File: src/rtl/arf_seq_ctrl.sv
// Command sequencer for the 8-bit address register file (PC, AR, SP).
// Turns single-cycle commands into cycle-accurate ARF control and memory strobes.
module arf_seq_ctrl #(
    parameter int STACK_DEPTH = 16,
    parameter int DEPTH_W     = 5
) (
    input  logic       clk,
    input  logic       reset,
    input  logic       cmd_valid,
    input  logic [2:0] cmd_op,
    input  logic [7:0] cmd_data,
    output logic       cmd_ready,
    output logic       done,
    output logic       err,
    output logic [7:0] arf_i,
    output logic [1:0] arf_funsel,
    output logic [2:0] arf_rsel,
    output logic [1:0] arf_outasel,
    output logic [1:0] arf_outbsel,
    output logic       mem_re,
    output logic       mem_we
);

    typedef enum logic [1:0] {
        ST_IDLE = 2'd0,
        ST_DEC  = 2'd1,
        ST_SEL  = 2'd2,
        ST_ACC  = 2'd3
    } state_t;

    localparam logic [2:0] OP_FETCH  = 3'd0;
    localparam logic [2:0] OP_PUSH   = 3'd1;
    localparam logic [2:0] OP_POP    = 3'd2;
    localparam logic [2:0] OP_LDPC   = 3'd3;
    localparam logic [2:0] OP_LDSP   = 3'd4;
    localparam logic [2:0] OP_LDAR   = 3'd5;
    localparam logic [2:0] OP_CLRALL = 3'd6;
    localparam logic [2:0] OP_NOP    = 3'd7;

    localparam logic [1:0] FS_CLR = 2'b00;
    localparam logic [1:0] FS_LD  = 2'b01;
    localparam logic [1:0] FS_INC = 2'b10;
    localparam logic [1:0] FS_DEC = 2'b11;

    localparam logic [1:0] OA_SP = 2'b01;
    localparam logic [1:0] OA_PC = 2'b11;

    localparam logic [DEPTH_W-1:0] DEPTH_MAX  = DEPTH_W'(STACK_DEPTH);
    localparam logic [DEPTH_W-1:0] DEPTH_ZERO = {DEPTH_W{1'b0}};
    localparam logic [DEPTH_W-1:0] DEPTH_ONE  = DEPTH_W'(1);

    state_t             state_q, state_d;
    logic [2:0]         op_q, op_d;
    logic [DEPTH_W-1:0] depth_q, depth_d;
    logic               ready_q, ready_d;
    logic               done_q, done_d;
    logic               err_q, err_d;
    logic [7:0]         i_q, i_d;
    logic [1:0]         funsel_q, funsel_d;
    logic [2:0]         rsel_q, rsel_d;
    logic [1:0]         outasel_q, outasel_d;
    logic               re_q, re_d;
    logic               we_q, we_d;

    // Next-state and next-output decode; every output describes the cycle after the edge.
    always_comb begin
        state_d   = state_q;
        op_d      = op_q;
        depth_d   = depth_q;
        ready_d   = 1'b0;
        done_d    = 1'b0;
        err_d     = 1'b0;
        i_d       = 8'h00;
        funsel_d  = FS_CLR;
        rsel_d    = 3'b000;
        outasel_d = OA_PC;
        re_d      = 1'b0;
        we_d      = 1'b0;
        case (state_q)
            ST_IDLE: begin
                if (cmd_valid && ready_q) begin
                    op_d = cmd_op;
                    case (cmd_op)
                        OP_FETCH: begin
                            state_d = ST_SEL;
                        end
                        OP_PUSH: begin
                            if (depth_q == DEPTH_MAX) begin
                                state_d = ST_ACC;
                                done_d  = 1'b1;
                                err_d   = 1'b1;
                            end else begin
                                state_d  = ST_DEC;
                                funsel_d = FS_DEC;
                                rsel_d   = 3'b001;
                            end
                        end
                        OP_POP: begin
                            if (depth_q == DEPTH_ZERO) begin
                                state_d = ST_ACC;
                                done_d  = 1'b1;
                                err_d   = 1'b1;
                            end else begin
                                state_d   = ST_SEL;
                                outasel_d = OA_SP;
                            end
                        end
                        OP_LDPC: begin
                            state_d  = ST_ACC;
                            funsel_d = FS_LD;
                            rsel_d   = 3'b001;
                            i_d      = cmd_data;
                            done_d   = 1'b1;
                        end
                        OP_LDAR: begin
                            state_d  = ST_ACC;
                            funsel_d = FS_LD;
                            rsel_d   = 3'b010;
                            i_d      = cmd_data;
                            done_d   = 1'b1;
                        end
                        OP_LDSP: begin
                            state_d  = ST_ACC;
                            funsel_d = FS_LD;
                            rsel_d   = 3'b100;
                            i_d      = cmd_data;
                            depth_d  = DEPTH_ZERO;
                            done_d   = 1'b1;
                        end
                        OP_CLRALL: begin
                            state_d = ST_ACC;
                            rsel_d  = 3'b111;
                            depth_d = DEPTH_ZERO;
                            done_d  = 1'b1;
                        end
                        default: begin
                            state_d = ST_ACC;
                            done_d  = 1'b1;
                        end
                    endcase
                end else begin
                    ready_d = 1'b1;
                end
            end
            ST_DEC: begin
                // SP has been decremented; select it so OutA carries the new value next cycle.
                state_d   = ST_SEL;
                outasel_d = OA_SP;
            end
            ST_SEL: begin
                state_d = ST_ACC;
                done_d  = 1'b1;
                if (op_q == OP_PUSH) begin
                    outasel_d = OA_SP;
                    we_d      = 1'b1;
                    depth_d   = depth_q + DEPTH_ONE;
                end else if (op_q == OP_POP) begin
                    outasel_d = OA_SP;
                    re_d      = 1'b1;
                    funsel_d  = FS_INC;
                    rsel_d    = 3'b001;
                    depth_d   = depth_q - DEPTH_ONE;
                end else begin
                    re_d     = 1'b1;
                    funsel_d = FS_INC;
                    rsel_d   = 3'b100;
                end
            end
            ST_ACC: begin
                state_d = ST_IDLE;
                ready_d = 1'b1;
            end
            default: begin
                state_d = ST_IDLE;
                ready_d = 1'b1;
            end
        endcase
    end

    // State, depth and registered outputs; reset restores IDLE defaults without touching the ARF.
    always_ff @(posedge clk) begin
        if (reset) begin
            state_q   <= ST_IDLE;
            op_q      <= OP_NOP;
            depth_q   <= DEPTH_ZERO;
            ready_q   <= 1'b1;
            done_q    <= 1'b0;
            err_q     <= 1'b0;
            i_q       <= 8'h00;
            funsel_q  <= FS_CLR;
            rsel_q    <= 3'b000;
            outasel_q <= OA_PC;
            re_q      <= 1'b0;
            we_q      <= 1'b0;
        end else begin
            state_q   <= state_d;
            op_q      <= op_d;
            depth_q   <= depth_d;
            ready_q   <= ready_d;
            done_q    <= done_d;
            err_q     <= err_d;
            i_q       <= i_d;
            funsel_q  <= funsel_d;
            rsel_q    <= rsel_d;
            outasel_q <= outasel_d;
            re_q      <= re_d;
            we_q      <= we_d;
        end
    end

    assign cmd_ready   = ready_q;
    assign done        = done_q;
    assign err         = err_q;
    assign arf_i       = i_q;
    assign arf_funsel  = funsel_q;
    assign arf_rsel    = rsel_q;
    assign arf_outasel = outasel_q;
    assign arf_outbsel = 2'b00;
    assign mem_re      = re_q;
    assign mem_we      = we_q;

endmodule

File: config.mk
export PLATFORM = sky130hd
export DESIGN_NAME = arf_seq_ctrl
export DESIGN_NICKNAME = d
export VERILOG_FILES = /design/src/rtl/arf_seq_ctrl.sv
export SDC_FILE = /design/constraint.sdc
export NUM_CORES = 1
export LEC_CHECK = 0
export CAP_MARGIN = 20
export CORE_ASPECT_RATIO = 1.75
export CORE_MARGIN = 2
export CORE_UTILIZATION = 47
export DETAILED_ROUTE_END_ITERATION = 6
export GPL_ROUTABILITY_DRIVEN = 0
export PLACE_DENSITY = 0.78
export SLEW_MARGIN = 15
export SYNTH_ARGS = -nofsm -noshare
export SYNTH_HDL_FRONTEND = slang
export SYNTH_SLANG_ARGS = --single-unit
export TNS_END_PERCENT = 5
File: constraint.sdc
create_clock -name clk -period 2.75 [get_ports clk]
set_input_delay 0.55 -clock clk [delete_from_list [all_inputs] [get_ports clk]]
set_output_delay 0.55 -clock clk [all_outputs]
set_load 0.03 [all_outputs]
==> impl_metrics.yaml <==
drt:
  drt_wl_total_um: 3304
  dr.pass1.iters: 4
  vias_per_cell: 5.934
  postRouteAntennaNets: 0
  route.detailed.drc: 0
  vias: 1252
  drt_first_iter_violations: 51
  wl_per_cell_um: 15.66
grt:
  grt_first_pass_wirelength_um: 5188
  grt_pass1_vias: 1218
  grt_start_max_net_pins: 14
  track_usage_pct: 21.62
  overflow: 0
  antenna_found_initial: 0
timing:
  relSlewSlack_pct: 60.19
  period_share_pct: 81.69
  final_max_slew_viol_count: 0
  rsz0062_at_grt: "no"
  fin_tns_setup_ps: 0
  setup-violations-final: 0
  finalHoldViolations: 0
  final.min_clock_period_ps: 2247
  fin_skew_ps: 4.883
  clock.fmax_mhz: 445.1
  worst_pin_slew_ps: 592.2
synthesis:
  synth_seq_cells: 29
  synth_area_um2: 1364
  yosysTopAreaCellShare_pct: 42.57
  synth_mux_area_share_pct: 0.8257
  yosysWarnings: 0
  ys_seq_area_share_pct: 42.57
  synth_compound_area_share_pct: 19.27
  netlist.top_cell.by_area: "dfxtp_1"
  syn-mean-instance-area_um2: 8.914
  synth-simple-area-share_pct: 21.01
  yosys.cell_types.count: 45
  synth_area_leaders: "dfxtp_1, ha_1, and2_1"
  syn_inst: 153
  synthXorXnorAreaFrac_pct: 1.927
  synth_top_family_by_area: "simple AND/OR/NAND/NOR gates"
  synthAdderAreaFrac_pct: 6.972
worst_setup_path:
  critPathTopFamily: "simple AND/OR/NAND/NOR gates"
  worst_setup_path_end_kind: "flop"
  path_buf_inv: 0
  cp_slowest_cell: "or3b_1"
  worstPathCellList: "or3b_1 > ha_1 > a21oi_1 > a21oi_1 > or3_1 > a31oi_1"
  cp.arrival_ps: 2450
  path_class: "reg2reg"
  startpoint_type: "flop"
  worstPathMaxFanout: 9
  crit_required_ps: 2960
  cpPeakStageDelay_ps: 540
  path_common_cell: "a21oi_1"
floorplanning:
  boundaryPins: 36
  num_rows: 25
  die_w_um: 44.72
  die_h_um: 75.26
  die_area_um2: 3366
  initial_core_util_pct: 50.11
  core_um2: 2721
pwr:
  clock_power_share_pct: 22.8
  power_density_nw_per_um2: 843.9
  leakagePower_nw: 0.6611
  ir_drop_uv: 485.0
  combPwrFrac_pct: 40.5
  switching_share_pct: 37.98
  seqPwrFrac_pct: 36.7
  internal_power_uw: 912.8
  p_sw_uw: 559.1
place:
  io_buffers: 32
  hpwl_um: 2501
finish:
  final_nets: 204
  final-seq-area_um2: 580.6
  final_util_pct: 64.09
  drive_above_1_share_pct: 8.152
  n_fill_cell: 226
  multi_input_area_um2: 693.2
  area_growth_syn_to_layout_pct: 27.89
  antennaDiodeCount: 0
clock_tree:
  path_clk_slew_ps: 60
  clk_latency_ps: 280
  hold_buffers: 0
  cts_buffer_depth: 2
  cts_resized: 0
  clkSinkCount: 29
  htreeDepth: 2
  post-cts-setup-buffers: 0
  cts_buffers: 5
  root_buffer: "clkbuf_8"
  cts_tree: "yes"
run:
  maxCapViolations: 0
run_status:
  outcome: "finished clean"
hold_path:
  hp-class: "reg2reg"
-- synthesized netlist by cell type, drive strengths merged --
| master | count |
|---|---|
| nor4 | 1 |
| a32oi | 1 |
| fa | 1 |
| a2111oi | 2 |
| o21ai | 9 |
| dfxtp | 29 |
| a21oi | 10 |
| mux2 | 1 |
| nand3 | 6 |
| a211oi | 2 |
| or3b | 1 |
| conb | 2 |
| clkbuf | 3 |
| and2 | 9 |
| o211ai | 2 |
| nor3b | 1 |
| a311oi | 1 |
| xor2 | 2 |
| o2111ai | 1 |
| o21a | 2 |
| or2 | 1 |
| a31o | 1 |
| or3 | 2 |
| a21o | 1 |
| a21bo | 1 |
| o22ai | 1 |
| o32ai | 1 |
| nand2b | 1 |
| nor2 | 10 |
| nor3 | 1 |
| xnor2 | 1 |
| and4bb | 1 |
| inv | 8 |
| nor2b | 4 |
| ha | 6 |
| buf | 7 |
| nand2 | 13 |
| a31oi | 5 |
| and3 | 2 |
-- worst register-to-register path: stages (launching register included) --
cell and delay, ps:
dfxtp_1 370, or3b_1 540, ha_1 390, a21oi_1 220, a21oi_1 110, or3_1 380, a31oi_1 160
-- cell type report --
| cell class | instances | area share, % |
|---|---|---|
| well taps | 27 | 1.937 |
| inverters | 8 | 1.722 |
| multi-input cells | 107 | 39.74 |
| flip-flops and latches | 29 | 33.29 |
| repair buffers | 32 | 18.36 |
| clock inverters | 3 | 1.004 |
| clock buffers | 5 | 3.945 |
-- registers in the layout (all words and copies together) (netlist names) --
| register | cells |
|---|---|
| arf_i | 8 |
| depth_q | 5 |
| arf_rsel | 3 |
| op_q | 3 |
| arf_funsel | 2 |
| state_q | 2 |
| arf_outasel | 1 |
| cmd_ready | 1 |
| done | 1 |
| err | 1 |
| mem_re | 1 |
| mem_we | 1 |
-- through the flow --
stage / instance area [um^2] / instances / total power [mW] / hold slack [ps] / setup slack (ps)
after floorplan: 1368 / 154 / 0.9655 / 475.4 / 762.7
after global placement: 1658 / 203 / 1.126 / 500.2 / 493.9
after detailed placement: 1658 / 203 / 1.138 / 507.1 / 458.1
after CTS: 1744 / 211 / 1.481 / 517.9 / 492.0
after global routing: 1744 / 211 / 1.558 / 532.6 / 388.1
final: 1744 / 211 / 1.472 / 516.0 / 503.5
-- cell families (layout without fill, tap and decap cells) --
logic type      after synthesis  after routing
buf+inv                      18             48
compound gates               40             40
fa+ha+maj                     7              7
xor+xnor                      3              3
mux                           1              1
flops                        29             29
other cells                   2              3
simple gates                 53             53
-- path summary, 6_finish.rpt --
| check | from | endpoint | slack (ps) | cells past startpoint |
|---|---|---|---|---|
| setup reg to reg | op_q[0] | depth_q[4] | 500 | 6 |
| hold / removal | depth_q[2] | depth_q[2] | 520 | 2 |
| hold reg to reg | depth_q[2] | depth_q[2] | 520 | 2 |
| setup / recovery | op_q[0] | depth_q[4] | 500 | 6 |
-- power by group through the flow --
stage               registers (mW)  clock network [mW]  logic [mW]
finish                       0.540               0.336       0.597
global route                 0.549               0.366       0.644
CTS                          0.540               0.349       0.593
detailed placement           0.547                   0       0.591
global placement             0.544                   0       0.582
floorplan                    0.628                   0       0.338
-- routing by layer --
layer	GRT usage (%)	wire, um
met5	0	0
met4	16.16	160
met3	5.036	223
met2	41.06	1847
met1	18.28	1072
-- cell usage in the layout (no fill, tap or decap), types with 3 or more instances in the layout --
master / n
ha_1: 6
o21ai_0: 5
and2_1: 9
clkbuf_8: 5
nand2_1: 13
a31oi_1: 4
nor2b_1: 4
conb_1: 3
a21oi_1: 10
dfxtp_1: 29
nor2_1: 10
o21ai_1: 4
inv_1: 8
clkdlybuf4s50_1: 32
nand3_1: 6
Power figures use the tool's default switching activity.
